## src/rtl/pio_pkg.sv

```systemverilog
// -----------------------------------------------------------------------------
// pio_pkg
// Shared definitions for the PIO bus initiator and its divider sub-module:
//   - RESET_SIG : port declaration macro for the asynchronous active-low reset
//   - pio_state_e : initiator FSM encoding (3 bits)
//   - default data/address width, clk_div ratio and WAIT timeout
// -----------------------------------------------------------------------------
`ifndef RESET_SIG
`define RESET_SIG input logic rst_n
`endif

package pio_pkg;

  localparam int PIO_NBITS_DEF      = 32;
  localparam int DIV_RATIO_DEF      = 4;
  localparam int TIMEOUT_CYCLES_DEF = 1024;

  typedef enum logic [2:0] {
    ST_IDLE   = 3'd0,
    ST_STROBE = 3'd1,
    ST_WAIT   = 3'd2,
    ST_RESP   = 3'd3,
    ST_DRAIN  = 3'd4
  } pio_state_e;

endpackage

```

## src/rtl/pio_clk_div_gen.sv

```systemverilog
// -----------------------------------------------------------------------------
// pio_clk_div_gen
// Free-running divider producing the clk_div pacing strobe for PIO slaves.
// clk_div is high for one clk cycle out of every DIV_RATIO (2..16).
// Ports:
//   clk     in  core clock
//   rst_n   in  asynchronous active-low reset
//   clk_div out registered strobe, high while the count equals DIV_RATIO-1
// -----------------------------------------------------------------------------
module pio_clk_div_gen
  import pio_pkg::*;
#(
  parameter int DIV_RATIO = DIV_RATIO_DEF
) (
  input  logic clk,
  `RESET_SIG,
  output logic clk_div
);

  localparam int            CW   = $clog2(DIV_RATIO);
  localparam logic [CW-1:0] LAST = CW'(DIV_RATIO - 1);

  logic [CW-1:0] cnt_q, cnt_d;
  logic          clk_div_q;

  always_comb begin
    cnt_d = (cnt_q == LAST) ? '0 : cnt_q + 1'b1;
  end

  // The strobe is registered from the next count so that it lines up exactly
  // with the cycle in which the count sits at DIV_RATIO-1.
  always_ff @(posedge clk or negedge rst_n) begin
    if (!rst_n) begin
      cnt_q     <= '0;
      clk_div_q <= 1'b0;
    end else begin
      cnt_q     <= cnt_d;
      clk_div_q <= (cnt_d == LAST);
    end
  end

  assign clk_div = clk_div_q;

endmodule

```

## src/rtl/pio_bus_initiator.sv

```systemverilog
// -----------------------------------------------------------------------------
// pio_bus_initiator
// PIO bus master: accepts one host read/write command at a time, drives the
// reg_* strobes towards the PIO slaves, waits for pio_ack / pio_rvalid (or a
// timeout) and returns a single-cycle response. Also generates clk_div.
// Ports:
//   clk, rst_n                      clock, asynchronous active-low reset
//   clk_div                         slave pacing strobe
//   cmd_valid/ready/rnw/addr/wdata  host command channel (ready only in IDLE)
//   rsp_valid/rdata/err             one-cycle response, err = timeout
//   reg_bs/wr/rd/addr/din           PIO register bus towards the slaves
//   pio_ack/rvalid/rdata            slave completions
// All outputs are registered.
// -----------------------------------------------------------------------------
module pio_bus_initiator
  import pio_pkg::*;
#(
  parameter int PIO_NBITS      = PIO_NBITS_DEF,
  parameter int DIV_RATIO      = DIV_RATIO_DEF,
  parameter int TIMEOUT_CYCLES = TIMEOUT_CYCLES_DEF
) (
  input  logic                 clk,
  `RESET_SIG,
  output logic                 clk_div,
  input  logic                 cmd_valid,
  output logic                 cmd_ready,
  input  logic                 cmd_rnw,
  input  logic [PIO_NBITS-1:0] cmd_addr,
  input  logic [PIO_NBITS-1:0] cmd_wdata,
  output logic                 rsp_valid,
  output logic [PIO_NBITS-1:0] rsp_rdata,
  output logic                 rsp_err,
  output logic                 reg_bs,
  output logic                 reg_wr,
  output logic                 reg_rd,
  output logic [PIO_NBITS-1:0] reg_addr,
  output logic [PIO_NBITS-1:0] reg_din,
  input  logic                 pio_ack,
  input  logic                 pio_rvalid,
  input  logic [PIO_NBITS-1:0] pio_rdata
);

  localparam int            TW       = $clog2(TIMEOUT_CYCLES + 1);
  localparam logic [TW-1:0] TMO_LAST = TW'(TIMEOUT_CYCLES - 1);

  pio_state_e           state_q, state_d;
  logic                 rnw_q, rnw_d;
  logic [TW-1:0]        tmo_cnt_q, tmo_cnt_d;
  logic                 div_seen_q, div_seen_d;
  logic                 cmd_ready_q, cmd_ready_d;
  logic                 rsp_valid_q, rsp_valid_d;
  logic [PIO_NBITS-1:0] rsp_rdata_q, rsp_rdata_d;
  logic                 rsp_err_q, rsp_err_d;
  logic                 reg_bs_q, reg_bs_d;
  logic                 reg_wr_q, reg_wr_d;
  logic                 reg_rd_q, reg_rd_d;
  logic [PIO_NBITS-1:0] reg_addr_q, reg_addr_d;
  logic [PIO_NBITS-1:0] reg_din_q, reg_din_d;

  logic clk_div_w;
  logic done_w;

  pio_clk_div_gen #(
    .DIV_RATIO (DIV_RATIO)
  ) u_clk_div (
    .clk     (clk),
    .rst_n   (rst_n),
    .clk_div (clk_div_w)
  );

  // A stray pio_ack during a read must not complete it.
  assign done_w = rnw_q ? pio_rvalid : pio_ack;

  always_comb begin
    state_d     = state_q;
    rnw_d       = rnw_q;
    tmo_cnt_d   = tmo_cnt_q;
    div_seen_d  = div_seen_q;
    reg_addr_d  = reg_addr_q;
    reg_din_d   = reg_din_q;
    reg_wr_d    = 1'b0;
    reg_rd_d    = 1'b0;
    rsp_valid_d = 1'b0;
    rsp_rdata_d = '0;
    rsp_err_d   = 1'b0;

    unique case (state_q)
      ST_IDLE: begin
        // cmd_ready_q is only ever high in IDLE, so it doubles as the handshake.
        if (cmd_valid && cmd_ready_q) begin
          rnw_d      = cmd_rnw;
          reg_addr_d = cmd_addr;
          reg_din_d  = cmd_wdata;
          reg_rd_d   = cmd_rnw;
          reg_wr_d   = ~cmd_rnw;
          state_d    = ST_STROBE;
        end
      end
      ST_STROBE: state_d = ST_WAIT;
      ST_WAIT: begin
        // Completion is tested first so that it wins over a coincident timeout.
        if (done_w) begin
          state_d     = ST_RESP;
          rsp_valid_d = 1'b1;
          rsp_rdata_d = rnw_q ? pio_rdata : '0;
        end else if (tmo_cnt_q == TMO_LAST) begin
          state_d     = ST_RESP;
          rsp_valid_d = 1'b1;
          rsp_err_d   = 1'b1;
        end else begin
          tmo_cnt_d = tmo_cnt_q + 1'b1;
        end
      end
      ST_RESP: begin
        state_d    = ST_DRAIN;
        div_seen_d = 1'b0;
      end
      ST_DRAIN: begin
        // Slaves only update their ack state on clk_div, so wait for at least
        // one pulse inside DRAIN and for both completion lines to be low.
        if (clk_div_w) div_seen_d = 1'b1;
        if (!pio_ack && !pio_rvalid && (div_seen_q || clk_div_w)) begin
          state_d   = ST_IDLE;
          tmo_cnt_d = '0;
        end
      end
      default: state_d = ST_IDLE;
    endcase

    reg_bs_d    = (state_d == ST_STROBE) || (state_d == ST_WAIT);
    cmd_ready_d = (state_d == ST_IDLE);
  end

  always_ff @(posedge clk or negedge rst_n) begin
    if (!rst_n) begin
      state_q     <= ST_IDLE;
      rnw_q       <= 1'b0;
      tmo_cnt_q   <= '0;
      div_seen_q  <= 1'b0;
      cmd_ready_q <= 1'b0;
      rsp_valid_q <= 1'b0;
      rsp_rdata_q <= '0;
      rsp_err_q   <= 1'b0;
      reg_bs_q    <= 1'b0;
      reg_wr_q    <= 1'b0;
      reg_rd_q    <= 1'b0;
      reg_addr_q  <= '0;
      reg_din_q   <= '0;
    end else begin
      state_q     <= state_d;
      rnw_q       <= rnw_d;
      tmo_cnt_q   <= tmo_cnt_d;
      div_seen_q  <= div_seen_d;
      cmd_ready_q <= cmd_ready_d;
      rsp_valid_q <= rsp_valid_d;
      rsp_rdata_q <= rsp_rdata_d;
      rsp_err_q   <= rsp_err_d;
      reg_bs_q    <= reg_bs_d;
      reg_wr_q    <= reg_wr_d;
      reg_rd_q    <= reg_rd_d;
      reg_addr_q  <= reg_addr_d;
      reg_din_q   <= reg_din_d;
    end
  end

  assign clk_div   = clk_div_w;
  assign cmd_ready = cmd_ready_q;
  assign rsp_valid = rsp_valid_q;
  assign rsp_rdata = rsp_rdata_q;
  assign rsp_err   = rsp_err_q;
  assign reg_bs    = reg_bs_q;
  assign reg_wr    = reg_wr_q;
  assign reg_rd    = reg_rd_q;
  assign reg_addr  = reg_addr_q;
  assign reg_din   = reg_din_q;

endmodule

```

## config.mk

```make
export PLATFORM = sky130hd
export DESIGN_NAME = pio_bus_initiator
export DESIGN_NICKNAME = d
export VERILOG_FILES = /design/src/rtl/pio_pkg.sv /design/src/rtl/pio_clk_div_gen.sv /design/src/rtl/pio_bus_initiator.sv
export SDC_FILE = /design/constraint.sdc
export NUM_CORES = 1
export LEC_CHECK = 0
export BUFFER_PORTS_ARGS = -buffer_cell sky130_fd_sc_hd__buf_4
export CORE_MARGIN = 8
export CORE_UTILIZATION = 50
export DETAILED_ROUTE_END_ITERATION = 16
export PLACE_DENSITY = 0.89
export SETUP_SLACK_MARGIN = 0.1
export SKIP_CTS_REPAIR_TIMING = 1
export SLEW_MARGIN = 20
export SYNTH_ARGS = -nofsm -noshare
export SYNTH_HDL_FRONTEND = slang
export SYNTH_SLANG_ARGS = --single-unit
export TNS_END_PERCENT = 100
```

## constraint.sdc

```tcl
create_clock -name clk -period 4.2 [get_ports clk]
set_input_delay 0.42 -clock clk [delete_from_list [all_inputs] [get_ports clk]]
set_output_delay 0.42 -clock clk [all_outputs]
set_load 0.005 [all_outputs]
```

==> reports/metrics.csv, run 1 <==
metric;value;unit
run_status;complete, but fails checks;
violations;negative hold slack;
syn_inst;315;
synth_area;4560;um2
min_path_type;in2async;
cts_tree;built;
drt_pre_antenna_iters;4;
die_x;112;um
clk_pin_slew;0.05;ns
ys.flop_type;dfrtp_1;
maxCapViolCount;0;
clkSinkCount;121;
grt_util_met2;0.297;
viasPerCell;4.98;
use_met3;0.107;
cpPeakStageDelay;0.70;ns
rsz0062_at_grt;no;
ioPinCount;205;
ant_nets;0;
crit_arrival;2.75;ns
synth-edff-count;0;
final_util;0.741;
required;4.57;ns
place_inst;621;
grt_antenna_before_repair;0;
dpl.hpwl;8480;um
io_buffers;204;
drive_gt1_frac;0.572;
grt_pass1_wl;17800;um
setup_viol;0;
rows;35;
hold_violations;29;
vias;3242;
synth_most_common_cell;dfrtp_1;
path_cells;nor4_4 -> buf_4 -> mux2_2;
layout_setup_ws;1.82;ns
cts_root_buf;clkbuf_8;
n_antenna_cell;0;
final.setup.tns;0;ns
htreeDepth;4;
core-area;9060;um2
grt_pass1_vias;3593;
pre_cts_slack;1.85;ns
synth_common_cells;121 x dfrtp_1, 65 x mux2_2, 33 x and2_1, 11 x nand2_1, 11 x nor2_1;
syn_avg_cell_area;14.5;um2
area_delta_synth_final;47.3;%
critPathLaunchType;flip-flop;
fin_area;6720;um2
place_congestion;0.827;
dieArea;12400;um2
drc;0;
synth-seq-cells;121;
cts.path.max_buffers;2;
fin_skew;0.00780;ns
wl_per_cell;17.0;um
die_h;112;um
ys_seq_area_frac;0.664;
relSlewSlack;0.491;
grtUsageMet1;0.191;
placed_cell_area;6200;um2
finalCriticalPeriod;2.38;ns
gr-max-usage-layer;met2;
synth_nets;420;
worstMarginPinSlew;0.763;ns
grt_overflow;0;
nets;634;
powerDensity;669;nW/um2
drtIter0Drc;174;
initial_utilization;0.503;
yosys-top-cells-area;dfrtp_1 66%, mux2_2 16%, and2_1 4.5%, buf_2 0.99%, nand2_1 0.90%;
fmax;420;MHz
synthArstFlopShare;1.00;
hold-worst-slack;-0.0256;ns
numCtsBuffers;17;
synth.distinct_cells;37;
period_share;0.567;
synth.top_cell.area_share;0.664;
yosysWarnings;0;
fin_total_pwr;4.49;mW
clk_latency;0.49;ns
wl;11100;um
cp_max_fo;61;
irDropWorstVdd;0.278;mV
end_kind;flip-flop;
worst_path_max_delay_cell;buf_4;
finalMaxSlewViolations;0;
grt_util_all_layers;0.182;
yosysTopAreaCell;dfrtp_1;
stdcell_count;651;
grt_max_degree;62;
power.leakage;3.33;nW
setup.worst_path.class;reg2reg;
-- flip-flops by register name (all words and copies together), names as in the netlist, 2 cells and up --
register	cells
tmo_cnt_q	11
reg_din	32
u_clk_div.cnt_q	2
reg_addr	32
state_q	3
rsp_rdata	32
-- layer usage --
| layer | share of wire | wire (um) | vias up |
|---|---|---|---|
| met1 | 0.38 | 4200 | 1556 |
| met5 | 0 | 0 | - |
| li1 | - | - | 1523 |
| met4 | 0.016 | 176 | 0 |
| met2 | 0.49 | 5440 | 146 |
| met3 | 0.11 | 1260 | 17 |
-- area by class of cell --
type | instances | area [um2]
Timing Repair Buffer | 207 | 1550
Multi-Input combinational cell | 177 | 1460
Tap cell | 111 | 139
Fill cell | 635 | 2340
Sequential cell | 121 | 3030
Clock inverter | 8 | 47.5
Clock buffer | 22 | 473
Inverter | 5 | 18.8
-- final timing paths --
path,from,endpoint,slack [ns],cells after the start
hold reg to reg,u_clk_div.cnt_q[0],u_clk_div.cnt_q[0],0.47,1
setup / recovery,state_q[2],reg_addr[12],1.82,3
hold / removal,rst_n,reg_addr[3],-0.03,1
setup reg to reg,state_q[2],reg_addr[12],1.82,3
max in group asynchronous,rst_n,tmo_cnt_q[0],3.32,2
min in group clk,cmd_rnw,reg_wr,0.08,2
-- logic make-up after synthesis --
kind of cell | synth area share
and+or+nand+nor | 0.107
xor gates and xnor gates | 0.00192
adders and majority gates | 0.00823
muxes | 0.168
DFF | 0.664
buffers and inverters | 0.0165
AOI/OAI and AO/OA | 0.0348
-- critical path: cells and delay by family (launching register included) --
family | cells | cell delay, ns
buffers and inverters | 1 | 0.70
flip-flops | 1 | 0.52
multiplexers | 1 | 0.42
AND/OR/NAND/NOR | 1 | 0.56
-- cells in the final DEF, fill, tap and decap left out, drive strengths merged, types with 3 or more instances in the layout --
cell | synthesis | layout
nand3 | 6 | 6
nand2 | 11 | 11
o21ai | 6 | 6
a21oi | 6 | 6
mux2 | 65 | 65
nor2 | 11 | 11
inv | 5 | 5
o311ai | 3 | 3
buf | 9 | 207
and3 | 4 | 4
dfrtp | 121 | 121
clkinvlp | 0 | 3
or3 | 3 | 3
and2 | 33 | 33
o31ai | 3 | 3
ha | 3 | 3
mux2i | 3 | 3
clkinv | 0 | 5
clkbuf | 3 | 22
-- power breakdown --
part / total [mW] / switching (mW) / internal, mW
Combinational: 1.42 / 0.526 / 0.897
Clock: 1.24 / 0.471 / 0.773
Sequential: 1.82 / 0.248 / 1.58
Note: power is estimated with default switching activity, not from simulation.
==> run 2: changes to the inputs <==
CORE_UTILIZATION = 42   (was 50)
PLACE_DENSITY = 0.8   (was 0.89)
clock period = 1.9 ns   (was 4.2 ns; I/O delays follow)
==> run 2 against run 1 <==
Combinational power increased by 150%. Global-route usage decreased by 1.9 points. Hold slack improved by 0.18 ns. Final cell count increased by 21%. Highest routed layer unchanged. Largest cell class unchanged. The flow now finishes without violations.
==> reports/metrics.csv, run 2 (same netlist as run 1, synthesis figures left out) <==
metric;value;unit;change
run_status;finished, final reports clean;;
area_delta_synth_final;74.1;%;
setup_viol;0;;unchanged
clk_pin_slew;0.06;ns;about the same
clk_latency;0.50;ns;about the same
wl_per_cell;18.0;um;+5.6%
numCtsBuffers;17;;unchanged
finalMaxSlewViolations;0;;unchanged
rsz0062_at_grt;yes;;
cp-startpoint;state_q[0];;
grt_util_all_layers;0.163;;-0.0191
drtIter0Drc;157;;-9.8%
cts.path.max_buffers;2;;unchanged
ioPinCount;205;;unchanged
powerDensity;1380;nW/um2;+110%
drive_gt1_frac;0.493;;-0.0792
irDropWorstVdd;0.707;mV;+150%
finalCriticalPeriod;1.71;ns;-0.675 ns
grt_antenna_before_repair;1;;+1
min_path_type;in2reg;;
io_buffers;204;;unchanged
die_h;120;um;+7.8%
grt_overflow;0;;unchanged
grt_max_degree;41;;-34%
crit_path_end;reg_addr[11];;
grt_pass1_wl;18500;um;+3.4%
final.setup.tns;0;ns;unchanged
final_common_cell;buf_4;;
fin_area;7950;um2;+18%
clkSinkCount;121;;unchanged
nets;737;;+16%
rr_worst_depth;3;;unchanged
cp_max_fo;39;;-36%
critPathLaunchType;flip-flop;;
ant_nets;0;;unchanged
power.leakage;3.84;nW;+15%
hold_violations;0;;-100%
drc;0;;unchanged
initial_utilization;0.427;;-0.0768
r2r_start;state_q[0];;
cts_tree;built;;
dpl.hpwl;8840;um;+4.3%
fin_skew;0.00731;ns;-0.000493 ns
rows;38;;+8.6%
dieArea;14500;um2;+16%
layout_common_cells;208 x buf_4, 120 x dfrtp_1, 98 x dlygate4sd3_1;;
r2r-end;reg_addr[11];;
wl;14100;um;+28%
required;2.28;ns;-2.29 ns
maxCapViolCount;0;;unchanged
end_kind;flip-flop;;
fillCellCount;620;;-2.4%
fmax;586;MHz;+40%
crit_arrival;2.08;ns;-0.67 ns
vias;3726;;+15%
viasPerCell;4.74;;-4.8%
drt_pre_antenna_iters;4;;unchanged
die_x;120;um;+7.8%
setup.worst_path.class;reg2reg;;
core-area;10700;um2;+18%
cts_root_buf;clkbuf_8;;
htreeDepth;4;;unchanged
placed_cell_area;6310;um2;+1.8%
place_congestion;0.835;;+0.88%
period_share;0.897;;+0.331
relSlewSlack;0.656;;+0.165
r2r_slack;0.19;ns;-1.63 ns
grt_pass1_vias;3651;;+1.6%
worstMarginPinSlew;0.515;ns;-0.248 ns
## run 2: cell types whose count changed in the layout (fill, tap and decap cells not counted), moves of 4 or more
cell,change
dlygate4sd3_1,+98
bufinv_16,+5
buf_12,+4
clkbuf_8,-4
## run 2: where the power goes
part / internal [mW] / leakage [nW] / switching [mW]
registers: 3.49 / 1.53 / 0.586
logic: 2.20 / 2.01 / 1.31
clock network: 2.25 / 0.298 / 1.10
total: 7.94 / 3.84 / 2.99
## run 2: routing by layer
layer  part of all wire  vias up  GRT usage  wire length (um)
li1                   -     1731          -                 -
met1               0.36     1814      0.172              5110
met2               0.52      162      0.263              7380
met3              0.095       19     0.0825              1350
met4              0.020        0     0.0882               285
met5                  0        -          0                 0
## run 2: critical path, cell delays in order (launching register included)
cell and delay, ns:
dfrtp_1 0.48, nor4_4 0.43, buf_12 0.28, mux2_2 0.38
## run 2: worst min-delay path by stage
stage,startpoint,endpoint,slack (ns),depth (start not counted)
global placement,rst_n,reg_din[8],0.19,1
detailed placement,rst_n,reg_din[8],0.20,1
finish,pio_ack,rsp_valid,0.16,3
CTS,rst_n,reg_addr[20],-0.35,1
global route,pio_ack,rsp_valid,0.15,3
floorplan,rst_n,cmd_ready,-0.11,0
## run 2: through the flow
step                hold WS, ns  power [mW]  std cells   util  setup WS [ns]
finish                    0.158        10.9        786  0.743          0.195
floorplan                -0.106        5.43        315      -          0.158
global placement          0.192        7.19        653  0.590          0.204
global route              0.152        11.5        786  0.743         0.0933
detailed placement        0.201        7.34        653  0.590          0.175
CTS                      -0.348        10.7        685  0.648          0.165
## run 2: layout make-up
class                   count  area (um2)  share of cell area
repair buffers            310        2620               0.330
multi-input cells         177        1480               0.186
clock buffers              19         422              0.0531
diodes                      1        2.50            0.000315
flip-flops and latches    121        3030               0.381
inverters                   5        18.8             0.00236
well taps                 140         175              0.0220
clock inverters            13         201              0.0254
